File: src/rtl/mips_isa_pkg.sv
// Shared MIPS ISA constants, symbolic mnemonics and the instruction encoder function.
// The opcode/func values are the same ones the control unit's decoder uses.
package mips_isa_pkg;

  localparam logic [5:0] OP_RTYPE = 6'h00;
  localparam logic [5:0] OP_J     = 6'h02;
  localparam logic [5:0] OP_JAL   = 6'h03;
  localparam logic [5:0] OP_BEQ   = 6'h04;
  localparam logic [5:0] OP_BNE   = 6'h05;
  localparam logic [5:0] OP_BLEZ  = 6'h06;
  localparam logic [5:0] OP_BGTZ  = 6'h07;
  localparam logic [5:0] OP_ADDI  = 6'h08;
  localparam logic [5:0] OP_ADDIU = 6'h09;
  localparam logic [5:0] OP_SLTI  = 6'h0A;
  localparam logic [5:0] OP_ANDI  = 6'h0C;
  localparam logic [5:0] OP_ORI   = 6'h0D;
  localparam logic [5:0] OP_XORI  = 6'h0E;
  localparam logic [5:0] OP_LUI   = 6'h0F;
  localparam logic [5:0] OP_LW    = 6'h23;
  localparam logic [5:0] OP_SW    = 6'h2B;

  localparam logic [5:0] FN_SLL     = 6'h00;
  localparam logic [5:0] FN_SRL     = 6'h02;
  localparam logic [5:0] FN_SRA     = 6'h03;
  localparam logic [5:0] FN_SLLV    = 6'h04;
  localparam logic [5:0] FN_SRLV    = 6'h06;
  localparam logic [5:0] FN_JR      = 6'h08;
  localparam logic [5:0] FN_SYSCALL = 6'h0C;
  localparam logic [5:0] FN_MULT    = 6'h18;
  localparam logic [5:0] FN_DIV     = 6'h1A;
  localparam logic [5:0] FN_ADD     = 6'h20;
  localparam logic [5:0] FN_ADDU    = 6'h21;
  localparam logic [5:0] FN_SUB     = 6'h22;
  localparam logic [5:0] FN_SUBU    = 6'h23;
  localparam logic [5:0] FN_AND     = 6'h24;
  localparam logic [5:0] FN_OR      = 6'h25;
  localparam logic [5:0] FN_XOR     = 6'h26;
  localparam logic [5:0] FN_NOR     = 6'h27;
  localparam logic [5:0] FN_SLT     = 6'h2A;

  // The control unit has no SYSCALL handler, so this word stops it.
  localparam logic [31:0] HALT_WORD = {26'd0, FN_SYSCALL};

  typedef enum logic [5:0] {
    M_SLL   = 6'd0,  M_SRL  = 6'd1,  M_SRA   = 6'd2,  M_SLLV = 6'd3,
    M_SRLV  = 6'd4,  M_ADD  = 6'd5,  M_ADDU  = 6'd6,  M_SUB  = 6'd7,
    M_SUBU  = 6'd8,  M_AND  = 6'd9,  M_OR    = 6'd10, M_XOR  = 6'd11,
    M_NOR   = 6'd12, M_SLT  = 6'd13, M_MULT  = 6'd14, M_DIV  = 6'd15,
    M_JR    = 6'd16, M_ADDI = 6'd17, M_ADDIU = 6'd18, M_SLTI = 6'd19,
    M_ANDI  = 6'd20, M_ORI  = 6'd21, M_XORI  = 6'd22, M_LUI  = 6'd23,
    M_LW    = 6'd24, M_SW   = 6'd25, M_BEQ   = 6'd26, M_BNE  = 6'd27,
    M_BLEZ  = 6'd28, M_BGTZ = 6'd29, M_J     = 6'd30, M_JAL  = 6'd31,
    M_HALT  = 6'd32
  } mnemonic_t;

  typedef enum logic [1:0] {
    ERR_NONE     = 2'd0,
    ERR_BAD_MNEM = 2'd1,
    ERR_OVERFLOW = 2'd2
  } err_code_t;

  typedef enum logic [2:0] {
    S_IDLE, S_RUN, S_DRAIN, S_DONE, S_ERROR
  } enc_state_t;

  typedef struct packed {
    logic        valid;
    logic        halt;
    logic [31:0] word;
  } enc_result_t;

  function automatic enc_result_t encode_instr(
    input logic [5:0]  mnem,
    input logic [4:0]  rs,
    input logic [4:0]  rt,
    input logic [4:0]  rd,
    input logic [4:0]  shamt,
    input logic [15:0] imm,
    input logic [25:0] target
  );
    enc_result_t r;
    logic [5:0]  op;
    logic [5:0]  fn;
    logic [4:0]  f_rs, f_rt, f_rd, f_sh;
    logic        r_type, j_type;
    r      = '0;
    r.valid = 1'b1;
    op     = OP_RTYPE;
    fn     = '0;
    f_rs   = rs;
    f_rt   = rt;
    f_rd   = rd;
    f_sh   = shamt;
    r_type = 1'b1;
    j_type = 1'b0;
    case (mnem)
      M_SLL:   begin fn = FN_SLL;  f_rs = '0; end
      M_SRL:   begin fn = FN_SRL;  f_rs = '0; end
      M_SRA:   begin fn = FN_SRA;  f_rs = '0; end
      M_SLLV:  begin fn = FN_SLLV; f_sh = '0; end
      M_SRLV:  begin fn = FN_SRLV; f_sh = '0; end
      M_ADD:   begin fn = FN_ADD;  f_sh = '0; end
      M_ADDU:  begin fn = FN_ADDU; f_sh = '0; end
      M_SUB:   begin fn = FN_SUB;  f_sh = '0; end
      M_SUBU:  begin fn = FN_SUBU; f_sh = '0; end
      M_AND:   begin fn = FN_AND;  f_sh = '0; end
      M_OR:    begin fn = FN_OR;   f_sh = '0; end
      M_XOR:   begin fn = FN_XOR;  f_sh = '0; end
      M_NOR:   begin fn = FN_NOR;  f_sh = '0; end
      M_SLT:   begin fn = FN_SLT;  f_sh = '0; end
      M_MULT:  begin fn = FN_MULT; f_rd = '0; f_sh = '0; end
      M_DIV:   begin fn = FN_DIV;  f_rd = '0; f_sh = '0; end
      M_JR:    begin fn = FN_JR;   f_rt = '0; f_rd = '0; f_sh = '0; end
      M_ADDI:  begin r_type = 1'b0; op = OP_ADDI;  end
      M_ADDIU: begin r_type = 1'b0; op = OP_ADDIU; end
      M_SLTI:  begin r_type = 1'b0; op = OP_SLTI;  end
      M_ANDI:  begin r_type = 1'b0; op = OP_ANDI;  end
      M_ORI:   begin r_type = 1'b0; op = OP_ORI;   end
      M_XORI:  begin r_type = 1'b0; op = OP_XORI;  end
      M_LUI:   begin r_type = 1'b0; op = OP_LUI;  f_rs = '0; end
      M_LW:    begin r_type = 1'b0; op = OP_LW;    end
      M_SW:    begin r_type = 1'b0; op = OP_SW;    end
      M_BEQ:   begin r_type = 1'b0; op = OP_BEQ;   end
      M_BNE:   begin r_type = 1'b0; op = OP_BNE;   end
      M_BLEZ:  begin r_type = 1'b0; op = OP_BLEZ; f_rt = '0; end
      M_BGTZ:  begin r_type = 1'b0; op = OP_BGTZ; f_rt = '0; end
      M_J:     begin j_type = 1'b1; op = OP_J;     end
      M_JAL:   begin j_type = 1'b1; op = OP_JAL;   end
      M_HALT:  r.halt = 1'b1;
      default: r.valid = 1'b0;
    endcase
    if (r.halt)      r.word = HALT_WORD;
    else if (j_type) r.word = {op, target};
    else if (r_type) r.word = {OP_RTYPE, f_rs, f_rt, f_rd, f_sh, fn};
    else             r.word = {op, f_rs, f_rt, imm};
    return r;
  endfunction

endpackage

File: src/rtl/mips_sync_fifo.sv
// Single-clock FIFO with synchronous flush; occupancy exported for the overflow check.
// Head word is read straight from storage, so rdata has no path from the write side.
module mips_sync_fifo #(
  parameter int WIDTH = 32,
  parameter int DEPTH = 4
) (
  input  logic                     clk,
  input  logic                     rst,
  input  logic                     flush,
  input  logic                     push,
  input  logic                     pop,
  input  logic [WIDTH-1:0]         wdata,
  output logic [WIDTH-1:0]         rdata,
  output logic                     full,
  output logic                     empty,
  output logic [$clog2(DEPTH):0]   count
);

  localparam int AW = $clog2(DEPTH);
  typedef logic [AW-1:0] ptr_t;
  typedef logic [AW:0]   cnt_t;

  logic [WIDTH-1:0] mem_q [DEPTH];
  ptr_t wr_ptr_q, wr_ptr_d, rd_ptr_q, rd_ptr_d;
  cnt_t count_q, count_d;
  logic do_push, do_pop;

  assign full  = (count_q == cnt_t'(DEPTH));
  assign empty = (count_q == '0);
  assign count = count_q;
  assign rdata = mem_q[rd_ptr_q];

  // NOTE: every always_comb output gets a default first, so no path leaves it unassigned and no latch is inferred.
  always_comb begin
    do_push  = push && !full;
    do_pop   = pop && !empty;
    wr_ptr_d = wr_ptr_q;
    rd_ptr_d = rd_ptr_q;
    count_d  = count_q;
    if (flush) begin
      wr_ptr_d = '0;
      rd_ptr_d = '0;
      count_d  = '0;
    end else begin
      if (do_push) wr_ptr_d = wr_ptr_q + ptr_t'(1);
      if (do_pop)  rd_ptr_d = rd_ptr_q + ptr_t'(1);
      unique case ({do_push, do_pop})
        2'b10:   count_d = count_q + cnt_t'(1);
        2'b01:   count_d = count_q - cnt_t'(1);
        default: ;
      endcase
    end
  end

  // NOTE: sequential state uses non-blocking assignments so every flop samples pre-edge values.
  always_ff @(posedge clk or posedge rst) begin
    if (rst) begin
      wr_ptr_q <= '0;
      rd_ptr_q <= '0;
      count_q  <= '0;
    end else begin
      wr_ptr_q <= wr_ptr_d;
      rd_ptr_q <= rd_ptr_d;
      count_q  <= count_d;
    end
  end

  // NOTE: storage is deliberately not reset; the empty flag guards every read of stale entries.
  always_ff @(posedge clk) begin
    if (do_push && !flush) mem_q[wr_ptr_q] <= wdata;
  end

endmodule

File: src/rtl/mips_instr_encoder.sv
// Program loader: encodes symbolic MIPS instructions, buffers them and writes them
// sequentially into instruction memory, with HALT-terminated and error-aborted sessions.
module mips_instr_encoder
  import mips_isa_pkg::*;
#(
  parameter int                FIFO_DEPTH = 4,
  parameter int                ADDR_W     = 32,
  parameter logic [ADDR_W-1:0] BASE_ADDR  = '0,
  parameter int                MEM_WORDS  = 1024
) (
  input  logic              clk,
  input  logic              rst,
  input  logic              start,
  input  logic              in_valid,
  output logic              in_ready,
  input  logic [5:0]        in_mnem,
  input  logic [4:0]        in_rs,
  input  logic [4:0]        in_rt,
  input  logic [4:0]        in_rd,
  input  logic [4:0]        in_shamt,
  input  logic [15:0]       in_imm,
  input  logic [25:0]       in_target,
  output logic              imem_we,
  output logic [ADDR_W-1:0] imem_addr,
  output logic [31:0]       imem_wdata,
  input  logic              imem_ready,
  output logic              busy,
  output logic              done,
  output logic              error,
  output logic [1:0]        err_code,
  output logic [15:0]       words_written
);

  localparam int CW = $clog2(FIFO_DEPTH) + 1;

  enc_state_t        state_q, state_d;
  logic [ADDR_W-1:0] addr_q, addr_d;
  logic [15:0]       words_q, words_d;
  err_code_t         err_q, err_d;
  logic              busy_q, busy_d, done_q, done_d, error_q, error_d;

  logic              fifo_push, fifo_pop, fifo_flush, fifo_full, fifo_empty;
  logic [CW-1:0]     fifo_count;
  logic [31:0]       fifo_head;
  enc_result_t       enc;
  logic              accept, writing, overflow;

  mips_sync_fifo #(.WIDTH(32), .DEPTH(FIFO_DEPTH)) u_fifo (
    .clk   (clk),
    .rst   (rst),
    .flush (fifo_flush),
    .push  (fifo_push),
    .pop   (fifo_pop),
    .wdata (enc.word),
    .rdata (fifo_head),
    .full  (fifo_full),
    .empty (fifo_empty),
    .count (fifo_count)
  );

  assign enc      = encode_instr(in_mnem, in_rs, in_rt, in_rd, in_shamt, in_imm, in_target);
  assign in_ready = (state_q == S_RUN) && !fifo_full && !start;
  assign accept   = in_valid && in_ready;
  assign writing  = ((state_q == S_RUN) || (state_q == S_DRAIN)) && !fifo_empty;
  // Queued words count against capacity, otherwise a full FIFO could run past MEM_WORDS.
  assign overflow = (32'(words_q) + 32'(fifo_count)) == 32'(MEM_WORDS);

  assign imem_we       = writing;
  assign imem_addr     = writing ? addr_q : '0;
  assign imem_wdata    = writing ? fifo_head : '0;
  assign busy          = busy_q;
  assign done          = done_q;
  assign error         = error_q;
  assign err_code      = err_q;
  assign words_written = words_q;

  always_comb begin
    state_d    = state_q;
    addr_d     = addr_q;
    words_d    = words_q;
    err_d      = err_q;
    fifo_push  = 1'b0;
    fifo_pop   = 1'b0;
    fifo_flush = 1'b0;
    if (start) begin
      fifo_flush = 1'b1;
      addr_d     = BASE_ADDR;
      words_d    = '0;
      err_d      = ERR_NONE;
      state_d    = S_RUN;
    end else begin
      // A write the memory takes in this cycle is committed even if the session aborts now.
      if (writing && imem_ready) begin
        fifo_pop = 1'b1;
        addr_d   = addr_q + ADDR_W'(4);
        words_d  = words_q + 16'd1;
      end
      case (state_q)
        S_RUN: begin
          if (accept) begin
            if (!enc.valid) begin
              err_d      = ERR_BAD_MNEM;
              state_d    = S_ERROR;
              fifo_flush = 1'b1;
            end else if (overflow) begin
              err_d      = ERR_OVERFLOW;
              state_d    = S_ERROR;
              fifo_flush = 1'b1;
            end else begin
              fifo_push = 1'b1;
              if (enc.halt) state_d = S_DRAIN;
            end
          end
        end
        S_DRAIN: if (fifo_empty) state_d = S_DONE;
        default: ;
      endcase
    end
    busy_d  = (state_d == S_RUN) || (state_d == S_DRAIN);
    done_d  = (state_d == S_DONE);
    error_d = (state_d == S_ERROR);
  end

  always_ff @(posedge clk or posedge rst) begin
    if (rst) begin
      state_q <= S_IDLE;
      addr_q  <= BASE_ADDR;
      words_q <= '0;
      err_q   <= ERR_NONE;
      busy_q  <= 1'b0;
      done_q  <= 1'b0;
      error_q <= 1'b0;
    end else begin
      state_q <= state_d;
      addr_q  <= addr_d;
      words_q <= words_d;
      err_q   <= err_d;
      busy_q  <= busy_d;
      done_q  <= done_d;
      error_q <= error_d;
    end
  end

endmodule

File: config.mk
export PLATFORM = sky130hd
export DESIGN_NAME = mips_instr_encoder
export DESIGN_NICKNAME = d
export VERILOG_FILES = /design/src/rtl/mips_isa_pkg.sv /design/src/rtl/mips_sync_fifo.sv /design/src/rtl/mips_instr_encoder.sv
export SDC_FILE = /design/constraint.sdc
export NUM_CORES = 1
export LEC_CHECK = 0
export ABC_AREA = 1
export BUFFER_PORTS_ARGS = -buffer_cell sky130_fd_sc_hd__buf_2
export CAP_MARGIN = 30
export CORE_MARGIN = 2
export CORE_UTILIZATION = 29
export CTS_CLUSTER_SIZE = 28
export DETAILED_ROUTE_END_ITERATION = 16
export GPL_TIMING_DRIVEN = 1
export PLACE_DENSITY = 0.51
export SLEW_MARGIN = 20
export SYNTH_ARGS = -nofsm -noshare
export SYNTH_HDL_FRONTEND = slang
export SYNTH_SLANG_ARGS = --single-unit
File: constraint.sdc
create_clock -name clk -period 3.35 [get_ports clk]
set_input_delay 0.5025 -clock clk [delete_from_list [all_inputs] [get_ports clk]]
set_output_delay 0.5025 -clock clk [all_outputs]
set_load 0.02 [all_outputs]
==> flow_summary.toml <==
[floorplan]
die_area_um2 = 35000
die_y_um = 187
core_um2 = 33300
io-pin-count = 160
die_x_um = 187
start_util_pct = 29.2
num_rows = 67

[finish]
antennaDiodeCount = 0
drive_above_1_share_pct = 20.2
post-route-util_pct = 35.2
fin_nets = 1371
syn_to_final_growth_pct = 20.6

[sta]
fmax_mhz = 325
rsz0062_at_grt = "no"
timing.final.crit_period_ps = 3080
tightest_slew_ps = 806
slew_headroom_pct = 46.3
timing.final.crit_share_pct = 92.0
setup_viol = 0
fin_worst_skew_ps = 17.6
hold_viol_final = 0
slew_viol_final = 0

[clock_network]
cts_tree = "done"
cts_setup_buffers = 0
cts_buffer_depth = 2
cts_buffers = 17
clk_latency_ps = 450
ctsResizeCount = 0
hold_buffers = 0
clock-sinks = 185
clkTransAtPathRegs_ps = 80
htreeDepth = 4
cts-root-buf = "clkbuf_16"

[setup_path]
critPathCaptureType = "flip-flop"
path_max_fanout = 7
path_class = "flip-flop to flip-flop"
cp.arrival_ps = 3420
worstSetupStartpointType = "flip-flop"
crit_required_ps = 3690

[route]
wirelength_um = 27900
wire_per_inst_um = 16.0
antenna_left = 0
drc = 0
drt_iter0_drc = 446
num_vias = 8288
avgViaCountPerCell = 4.74
dr.pass1.iters = 5

[logic_synthesis]
synth_top_area_share_pct = 38.3
synth_most_common_cell = "nor2_1"
synthCells = 1132
yosysTopAreaCell = "edfxtp_1"
yosys_register_bits = 185
ys_async_sr_fraction_pct = 33.0
synthTopCellsByArea = "edfxtp_1 38%, dfrtp_1 16%, nor2_1 8.6%"
synth_area_per_cell_um2 = 8.59
synth_ff_type = "edfxtp_1"
synth_edf_count = 124
yosys-top-cells-count = "224 x nor2_1, 165 x nand2_1, 124 x edfxtp_1, 111 x inv_1, 106 x o21ai_0"
synth.distinct_cells = 44
ys_seq_area_share_pct = 54.0
yosys_warnings = 0
syn_area_um2 = 9730

[power]
power.switching_mw = 1.63
vdd_drop_max_uv = 325
p_leak_nw = 4.88
power_mw = 5.42
swShare_pct = 30.1
p_int_mw = 3.79
pwr-share-comb_pct = 14.8
p_per_area_nw_per_um2 = 463
power.share.sequential_pct = 47.5
power_frac_clock_pct = 37.7

[global_routing]
grt.overflow.total = 0
first_global_vias = 7993
grt_pass1_wl_um = 43800
grt_usage_pct = 16.1
grt_max_degree = 63
antenna_found_initial = 1

[flow_run]
cap_violations = 0

[place]
io_buffers = 156
dp_hpwl_um = 19100
place_congestion = 0.863

[min_path]
holdCritPathClass = "input pin to asynchronous set/reset pin"

[status]
run_status = "finished clean"
## sequential cells by signal, indices dropped and copies added (netlist names)
register and flops:
u_fifo.mem_q 124, addr_q 30, words_written 16, state_q 3, u_fifo.count 3, err_code 2, u_fifo.rd_ptr_q 2, u_fifo.wr_ptr_q 2
busy 1, done 1, error 1
## per-layer routing
layer  vias up  global-route usage [%]  wire [µm]  share of wire [%]
li1       4128                       -          -                  -
met1      3890                    21.6      13000                 46
met2       233                    26.0      13000                 47
met3        35                    3.06       1420                5.1
met4         2                    5.53        545                2.0
met5         -                       0         13              0.047
## metrics by stage
stage	setup TNS, ps	hold slack [ps]	instance area, µm²	std cells	worst slack, ps
floorplan	-43560	457	9730	1134	-351
global placement	0	457	11100	1716	329
detailed placement	0	463	11100	1716	256
CTS	0	154	11700	1748	248
global route	0	201	11700	1748	1.66
finish	0	149	11700	1748	269
## cell families after synthesis
kind of cell / share of synthesized area, %
compound gates: 12.1
xor+xnor: 0.540
fa+ha+maj: 1.57
buf+inv: 6.62
flops: 54.0
other cells: 0.0386
simple gates: 25.1
## cell type report
| type | count | area (µm²) |
|---|---|---|
| timing repair buffer | 177 | 1000 |
| multi-input combinational | 786 | 3870 |
| clock inverter | 15 | 168 |
| clock buffer | 17 | 425 |
| inverter | 120 | 450 |
| sequential | 185 | 5250 |
| fill | 3539 | 21600 |
| tap | 448 | 561 |
## worst max-delay path, cell delays in order (launching register included)
cell,delay (ps)
dfrtp_1,440
ha_1,260
fa_1,440
nand3_1,110
nand2_1,130
nand2_1,130
nor2_1,50
nand2_1,50
nand2_1,50
nand3_1,80
nor2_2,40
nand3_2,100
nand3_2,110
nand2_4,110
inv_1,60
fa_1,390
xnor2_1,180
inv_1,50
nand2_1,60
nand2_1,40
nand2_1,60
nand2_1,40
## power groups by stage
stage          logic [mW]  registers [mW]  clock network (mW)
2_1_floorplan       0.510            2.64                   0
3_3_place_gp        0.806            2.63                   0
3_5_place_dp        0.813            2.63                   0
4_1_cts             0.815            2.58                2.11
5_1_grt             0.893            2.59                2.19
6_report            0.803            2.58                2.04
## worst paths after layout
check	depth (start not counted)	endpoint	from	slack [ps]
worst max-delay path	21	u_fifo.count[2]	u_fifo.count[0]	270
worst min-delay path	2	addr_q[27]	rst	150
min in group clk	3	u_fifo.mem_q[3][3]	in_target[3]	420
worst max register to register	21	u_fifo.count[2]	u_fifo.count[0]	270
worst min register to register	2	err_code[1]	err_code[1]	470
max in group asynchronous	3	words_written[12]	rst	2570
## cells in the final DEF, fill, tap and decap left out, drive strengths merged, types with 3 or more instances in the layout
cell type,n
o211ai,9
a211oi,4
buf,177
xor2,4
nor4,10
edfxtp,124
nor3,38
dfrtp,61
nand2,178
ha,9
clkbuf,17
nor2,238
clkinv,5
a21oi,84
nand3,56
o21ai,107
a221oi,3
a31oi,7
conb,3
inv,129
nand4,23
Power figures use the tool's default switching activity.
